==> src/rtl/adder_la_sequencer.sv <==
// Host-side sequencer for the instrumented adder's logic-analyzer port: loads operands,
// times a settle/run/settle window, then captures the wrapper's sum and ring count.
module adder_la_sequencer #(
    parameter int SETTLE_CYC = 4,
    parameter int RUN_W      = 16
) (
    input  logic             wb_clk_i,
    input  logic             wb_rst_n,
    input  logic             cmd_valid,
    output logic             cmd_ready,
    input  logic [31:0]      cmd_a,
    input  logic [31:0]      cmd_b,
    input  logic             cmd_ext,
    input  logic [4:0]       cmd_stop_bit,
    input  logic [RUN_W-1:0] cmd_cycles,
    output logic [31:0]      la_ctrl,
    output logic [31:0]      la_a,
    output logic [31:0]      la_b,
    input  logic [31:0]      la_sum_in,
    input  logic [31:0]      la_count_in,
    output logic             rsp_valid,
    input  logic             rsp_ready,
    output logic [31:0]      rsp_sum,
    output logic [31:0]      rsp_count,
    output logic             rsp_err,
    output logic             rsp_sat,
    output logic             busy
);

    typedef enum logic [2:0] {
        IDLE, SETUP, ARM, RUN, DRAIN, CAPTURE, DONE
    } state_t;

    localparam logic [7:0]       SETTLE_LAST = 8'(SETTLE_CYC - 1);
    localparam logic [RUN_W-1:0] RUN_ONE     = RUN_W'(1);

    state_t           state_reg;
    logic [7:0]       settle_reg;
    logic [RUN_W-1:0] run_cnt_reg;
    logic             run_reg;
    logic             ext_reg;
    logic [4:0]       stop_reg;
    logic             clear_reg;

    assign la_ctrl = {15'd0, clear_reg, 3'd0, stop_reg, 6'd0, ext_reg, run_reg};

    always_ff @(posedge wb_clk_i or negedge wb_rst_n) begin
        if (!wb_rst_n) begin
            state_reg   <= IDLE;
            settle_reg  <= '0;
            run_cnt_reg <= '0;
            run_reg     <= 1'b0;
            ext_reg     <= 1'b0;
            stop_reg    <= '0;
            clear_reg   <= 1'b0;
            la_a        <= '0;
            la_b        <= '0;
            cmd_ready   <= 1'b1;
            rsp_valid   <= 1'b0;
            rsp_sum     <= '0;
            rsp_count   <= '0;
            rsp_err     <= 1'b0;
            rsp_sat     <= 1'b0;
            busy        <= 1'b0;
        end else begin
            case (state_reg)
                IDLE: begin
                    if (cmd_valid && cmd_ready) begin
                        cmd_ready <= 1'b0;
                        busy      <= 1'b1;
                        if (cmd_cycles == '0) begin
                            // Zero-length window is rejected without touching the LA buses
                            state_reg <= DONE;
                            rsp_valid <= 1'b1;
                            rsp_err   <= 1'b1;
                            rsp_sum   <= '0;
                            rsp_count <= '0;
                            rsp_sat   <= 1'b0;
                        end else begin
                            state_reg   <= SETUP;
                            la_a        <= cmd_a;
                            la_b        <= cmd_b;
                            ext_reg     <= cmd_ext;
                            stop_reg    <= cmd_stop_bit;
                            clear_reg   <= 1'b1;
                            run_cnt_reg <= cmd_cycles;
                        end
                    end
                end
                SETUP: begin
                    clear_reg  <= 1'b0;
                    settle_reg <= SETTLE_LAST;
                    state_reg  <= ARM;
                end
                ARM: begin
                    if (settle_reg == '0) begin
                        run_reg   <= 1'b1;
                        state_reg <= RUN;
                    end else begin
                        settle_reg <= settle_reg - 8'd1;
                    end
                end
                RUN: begin
                    // Terminate on 1 rather than 0 so the full-scale count never wraps
                    if (run_cnt_reg == RUN_ONE) begin
                        run_reg    <= 1'b0;
                        settle_reg <= SETTLE_LAST;
                        state_reg  <= DRAIN;
                    end else begin
                        run_cnt_reg <= run_cnt_reg - RUN_ONE;
                    end
                end
                DRAIN: begin
                    if (settle_reg == '0) begin
                        state_reg <= CAPTURE;
                    end else begin
                        settle_reg <= settle_reg - 8'd1;
                    end
                end
                CAPTURE: begin
                    rsp_sum   <= la_sum_in;
                    rsp_count <= la_count_in;
                    rsp_sat   <= &la_count_in;
                    rsp_err   <= 1'b0;
                    rsp_valid <= 1'b1;
                    state_reg <= DONE;
                end
                DONE: begin
                    if (rsp_ready) begin
                        rsp_valid <= 1'b0;
                        cmd_ready <= 1'b1;
                        busy      <= 1'b0;
                        state_reg <= IDLE;
                    end
                end
                default: state_reg <= IDLE;
            endcase
        end
    end

endmodule

==> config.mk <==
export PLATFORM = sky130hd
export DESIGN_NAME = adder_la_sequencer
export DESIGN_NICKNAME = d
export VERILOG_FILES = /design/src/rtl/adder_la_sequencer.sv
export SDC_FILE = /design/constraint.sdc
export NUM_CORES = 1
export LEC_CHECK = 0
export BUFFER_PORTS_ARGS = -buffer_cell sky130_fd_sc_hd__buf_2
export CAP_MARGIN = 20
export CORE_ASPECT_RATIO = 1.25
export CORE_MARGIN = 4
export CORE_UTILIZATION = 30
export CTS_CLUSTER_SIZE = 40
export DETAILED_ROUTE_END_ITERATION = 7
export HOLD_SLACK_MARGIN = 0.1
export PLACE_DENSITY = 0.64
export SLEW_MARGIN = 25
export SYNTH_ARGS = -nofsm -noshare
export SYNTH_HDL_FRONTEND = slang
export SYNTH_SLANG_ARGS = --single-unit
==> constraint.sdc <==
create_clock -name wb_clk_i -period 2.15 [get_ports wb_clk_i]
set_clock_uncertainty 0.2 [all_clocks]
set_input_delay 0 -clock wb_clk_i [delete_from_list [all_inputs] [get_ports wb_clk_i]]
set_output_delay 0 -clock wb_clk_i [all_outputs]
set_load 0.02 [all_outputs]
# [Word level (Yosys, flattened, before mapping)]
# Index checks and enable logic that the tools add are counted.
[word_totals] register_bits=168 latchBits=0 ram_bits=0 mem_bits_ro=0 input_bits=154 out_inout_bits=165 wordCells=94 n_memories=0
[op_classes] addsub=2 n_mul=0 div_mod_pow=0 n_lt_le_gt_ge=0 eq_ne=16 shifts=0 n_mux=37 n_bitwise=1 n_reduce_logical=22
[op_table] op="$pmux 32 s2" count=2
[op_table] op="$mux 32" count=2
[op_table] op="$mux 16" count=3
[op_table] op="$pmux 16 s2" count=1
[op_table] op="$reduce_and 32->1" count=1
[op_table] op="$pmux 8 s3" count=1
[op_table] op="$pmux 3 s7" count=1
[op_table] op="$mux 3" count=6
[op_table] op="$ne 2x2->1 const B" count=9
[op_table] op="$reduce_and 3->1" count=6
[op_table] op="$eq 16x1->1 const B" count=1
[op_table] op="$logic_not 16->1" count=1
[op_table] op="$mux 8" count=2
[op_table] op="$sub 16x1->16 const B" count=1
[op_table] op="$mux 1" count=12
[op_table] op="$pmux 1 s2" count=6
[op_table] op="$reduce_bool 2->1" count=5
[op_table] op="$eq 3x3->1 const B" count=3
[op_table] op="$logic_not 8->1" count=1
[op_table] op="$reduce_and 4->1" count=2
[op_table] op="$sub 8x1->8 const B" count=1
[op_table] op="$eq 3x2->1 const B" count=2
[op_table] op="$reduce_bool 3->1" count=2
[op_table] op="$reduce_and 5->1" count=1
[op_table] op="other kinds (6)" count=6

# [Longest topological paths before layout]
[logic_depth] word_depth=4 depth_mapped=8

# [Least setup slack after synthesis]
# No wires, ideal clock.
[synth_timing] path_kind="reg-to-reg" startpoint="register run_cnt_reg[1]" endpoint="register settle_reg[1]" arrival_time_ps=2008 required_ps=1825 slack_ps=-183 stages_incl_launch_ff=8 path_buffers=0 path_cell_list="dfrtp_1 -> inv_1 -> ha_1 -> or4b_4 -> nor4_4 -> a21oi_4 -> a21oi_4 -> mux2_4"
[synth_between] elab_chain_len=3
[synth_lines] element="start, declared" line_no="39" text="logic [RUN_W-1:0] run_cnt_reg;"
[synth_lines] element="start signal, assigned" line_no="86" text="run_cnt_reg <= cmd_cycles;"
[synth_lines] element="start signal, assigned" line_no="110" text="run_cnt_reg <= run_cnt_reg - RUN_ONE;"
[synth_lines] element="$eq 16x1->1" line_no="105" text="if (run_cnt_reg == RUN_ONE) begin"
[synth_lines] element="$ne 2x2->1 (no line)"
[synth_lines] element="$reduce_and 3->1 (no line)"
[synth_lines] element="end signal, assigned" line_no="100" text="settle_reg <= settle_reg - 8'd1;"
[synth_lines] element="end signal, assigned" line_no="117" text="settle_reg <= settle_reg - 8'd1;"
[synth_lines] element="end, declared" line_no="38" text="logic [7:0] settle_reg;"
# No other way between the ends.
# A chain may end at the register's enable or synchronous reset.

# [Worst setup path after layout]
[layout_timing] startpoint="register run_cnt_reg[1]" endpoint="register run_cnt_reg[12]"
[layout_between] elab_chain_len=3 elab_cells_between_ends=6 classes_between="add/sub (1); eq/ne (2); mux (2); reduce/logical (1)"
[layout_lines] element="$sub 16x1->16 / $eq 16x1->1 (equally long branches)" line_no="110, 105"
[layout_lines] element="$mux 16 / $ne 2x2->1 (equally long branches)"
[layout_lines] element="$pmux 16 s2 / $reduce_and 4->1 (equally long branches)"
# Parallel ways exist; a longest one is shown, timed or not. The select of a mux whose other input is x is not followed.

==> flow_summary.toml <==
[power_and_ir_drop]
powerDensity_mw_per_mm2 = 944
power_mw = 11.8
p_leak_nw = 6.46
peakVddDrop_mv = 0.516

[global_route]
grt_pass1_wl_um = 42400
first_global_vias = 8239
antenna_found_initial = 4
gr-total-overflow = 0
grt_max_degree = 80
grtUsageTotal = 0.195

[die]
die-area_mm2 = 0.0268
chipWidth_um = 147
core_area_mm2 = 0.0238
placementRows = 63
die_y_um = 182
initial_core_util = 0.306
ios = 319

[synthesis]
yosysUniqueCellTypes = 58
synth_top_family_by_area = "simple AND/OR/NAND/NOR gates"
syn_area_mm2 = 0.00728
synth_edf_count = 0
synth-xor-area-share = 0.00241
synthAdderAreaFrac = 0.00688
muxShareOfSynthArea = 0.00344
ys.flop_type = "dfrtp_1"
synth_area_per_cell_um2 = 10.0
synth_seq_cells = 168
yosys_warnings = 0
seq_area_frac_synth = 0.578
synth-compound-area-share = 0.154
synth-async-reset-ratio = 1.00
yosys-top-cells-area = "dfrtp_1 57%, nand2_1 12%, a22o_1 7.8%"
synth-simple-area-share = 0.199
netlist_instances = 725
synth_top_cell_area_share = 0.574
synth_area_leader_cell = "dfrtp_1"

[sta]
setup_violations = 19
rsz0062_at_grt = "yes"
slew_viol_final = 0
hold-worst-slack_ns = 0.118
post-route-min-period_ns = 2.25
hold_viol = 0
min_period_over_period = 1.05
max_clock_freq_mhz = 444
worst_slack_ns = -0.101

[routing]
drtAntennaViolNets = 0
vias_per_cell = 4.77
drc = 0
dr.pass1.iters = 5
initialDrtViolationCount = 369
routed_wl_um = 26800
routed-via-count = 7691
wl_per_cell_um = 16.6

[layout]
utilization = 0.523
drive_above_1_share = 0.341
final_common_cell = "buf_2"
layout_common_cells = "293 x buf_2, 228 x nand2_1, 213 x dlygate4sd3_1"
final_area_mm2 = 0.0125
area_growth_pct = 71.2
nets = 1429

[setup_path]
worstSetupPathType = "flip-flop to flip-flop"
slowest_delay_ns = 0.46
cp.required_ns = 2.27
cp.arrival_ns = 2.37
critPathLaunchType = "flip-flop"
crit_path_top_delay_cell = "or4b_4"
crit_buf_inv = 1
crit_chain = "inv_2, ha_4, or4b_4, nor4_4, a21o_2, nand2_4, a221oi_2"
path_max_fanout = 9
end_kind = "flip-flop"
crit_family = "simple AND/OR/NAND/NOR gates"

[placement]
dpl_cell_area_mm2 = 0.00950
hpwl_um = 15900
dpl_worst_slack_ns = -0.151
gp_congestion = 0.849
portBuffers = 294

[clock_network]
root_buffer = "clkbuf_16"
cts_buffers = 17
worstSkewPairLatency_ns = 0.43
cts.clk_slew.worst_paths_ns = 0.07
cts.path.max_buffers = 2
h-tree-depth = 4
cts_sinks = 168
cts_tree = "yes"

[flow_run]
max-cap-violations = 0

[run_status]
run_status = "finished, violations left"
violations = "setup timing"

[worst_hold_path]
hold_path_class = "input port to flip-flop"
-- cell type report --
class                           instances  area [um2]
Timing Repair Buffer                  572        4240
Antenna cell                            4        10.0
Clock inverter                         14         159
Inverter                                8        30.0
Sequential cell                       168        4210
Clock buffer                           18         439
Fill cell                            2066       11400
Multi-Input combinational cell        504        2960
Tap cell                              325         407
-- stage by stage --
stage          TNS (ns)  cells
2_1_floorplan    -0.378    748
3_3_place_gp     -0.484   1360
3_5_place_dp      -1.29   1360
4_1_cts          -0.702   1610
5_1_grt           -2.80   1613
6_report         -0.937   1613
-- tightest hold or removal path, stage by stage --
cell,delay [ns]
dlygate4sd3_1,0.52
buf_2,0.10
nand2_1,0.04
nand2_1,0.04
-- power breakdown --
part           switching (mW)  leakage [nW]  internal [mW]
Clock                    1.39         0.288           1.77
Combinational            2.31          4.00           1.97
Sequential              0.474          2.18           3.83
-- kinds of logic after synthesis --
family          count (synthesis)
buf+inv                        76
compound gates                143
flops                         168
fa+ha+maj                       4
xor+xnor                        2
simple gates                  329
other cells                     1
mux                             2
-- metal layers --
layer | global-route usage | vias to the layer above | wire (um) | share of wire
met2 | 0.341 | 319 | 13700 | 0.51
li1 | - | 3564 | - | -
met3 | 0.0517 | 81 | 1700 | 0.063
met1 | 0.222 | 3727 | 10300 | 0.38
met4 | 0.0940 | 0 | 1150 | 0.043
met5 | 0 | - | 0 | 0
-- cell usage after synthesis, types with 3 or more instances --
cell,instances
and2_1,4
dfrtp_1,167
nand4_1,9
o22ai_1,6
a31oi_1,11
nor4_1,9
nand3_1,7
o21ai_0,9
or3_1,4
or4_1,3
nor2_1,24
nand2_1,230
clkbuf_1,28
nand2b_1,8
nor3b_1,3
a22o_1,65
a21oi_1,21
nor3_1,12
o21bai_1,3
o221a_2,3
inv_1,8
buf_4,27
ha_1,4
buf_2,12
nand3b_1,3
a211oi_1,4
-- worst paths after layout --
| path | startpoint | endpoint | slack [ns] | cells after the start |
|---|---|---|---|---|
| max | run_cnt_reg[1] | run_cnt_reg[12] | -0.10 | 7 |
| min | cmd_a[8] | la_a[8] | 0.12 | 4 |
| min in group asynchronous | wb_rst_n | la_b[11] | 0.44 | 4 |
| max reg2reg | run_cnt_reg[1] | run_cnt_reg[12] | -0.10 | 7 |
| max in group asynchronous | wb_rst_n | run_cnt_reg[13] | 0.83 | 4 |
| min reg2reg | la_b[18] | la_b[18] | 0.27 | 2 |
-- timing repair --
action,in CTS,in global routing
setup endpoints to repair,23,129
hold buffers,215,0
endpoints found under the hold margin,327,0
pin swaps,1,12
resized for setup,9,27
buffers inserted,3,1
Note: power is estimated with default switching activity, not from simulation.
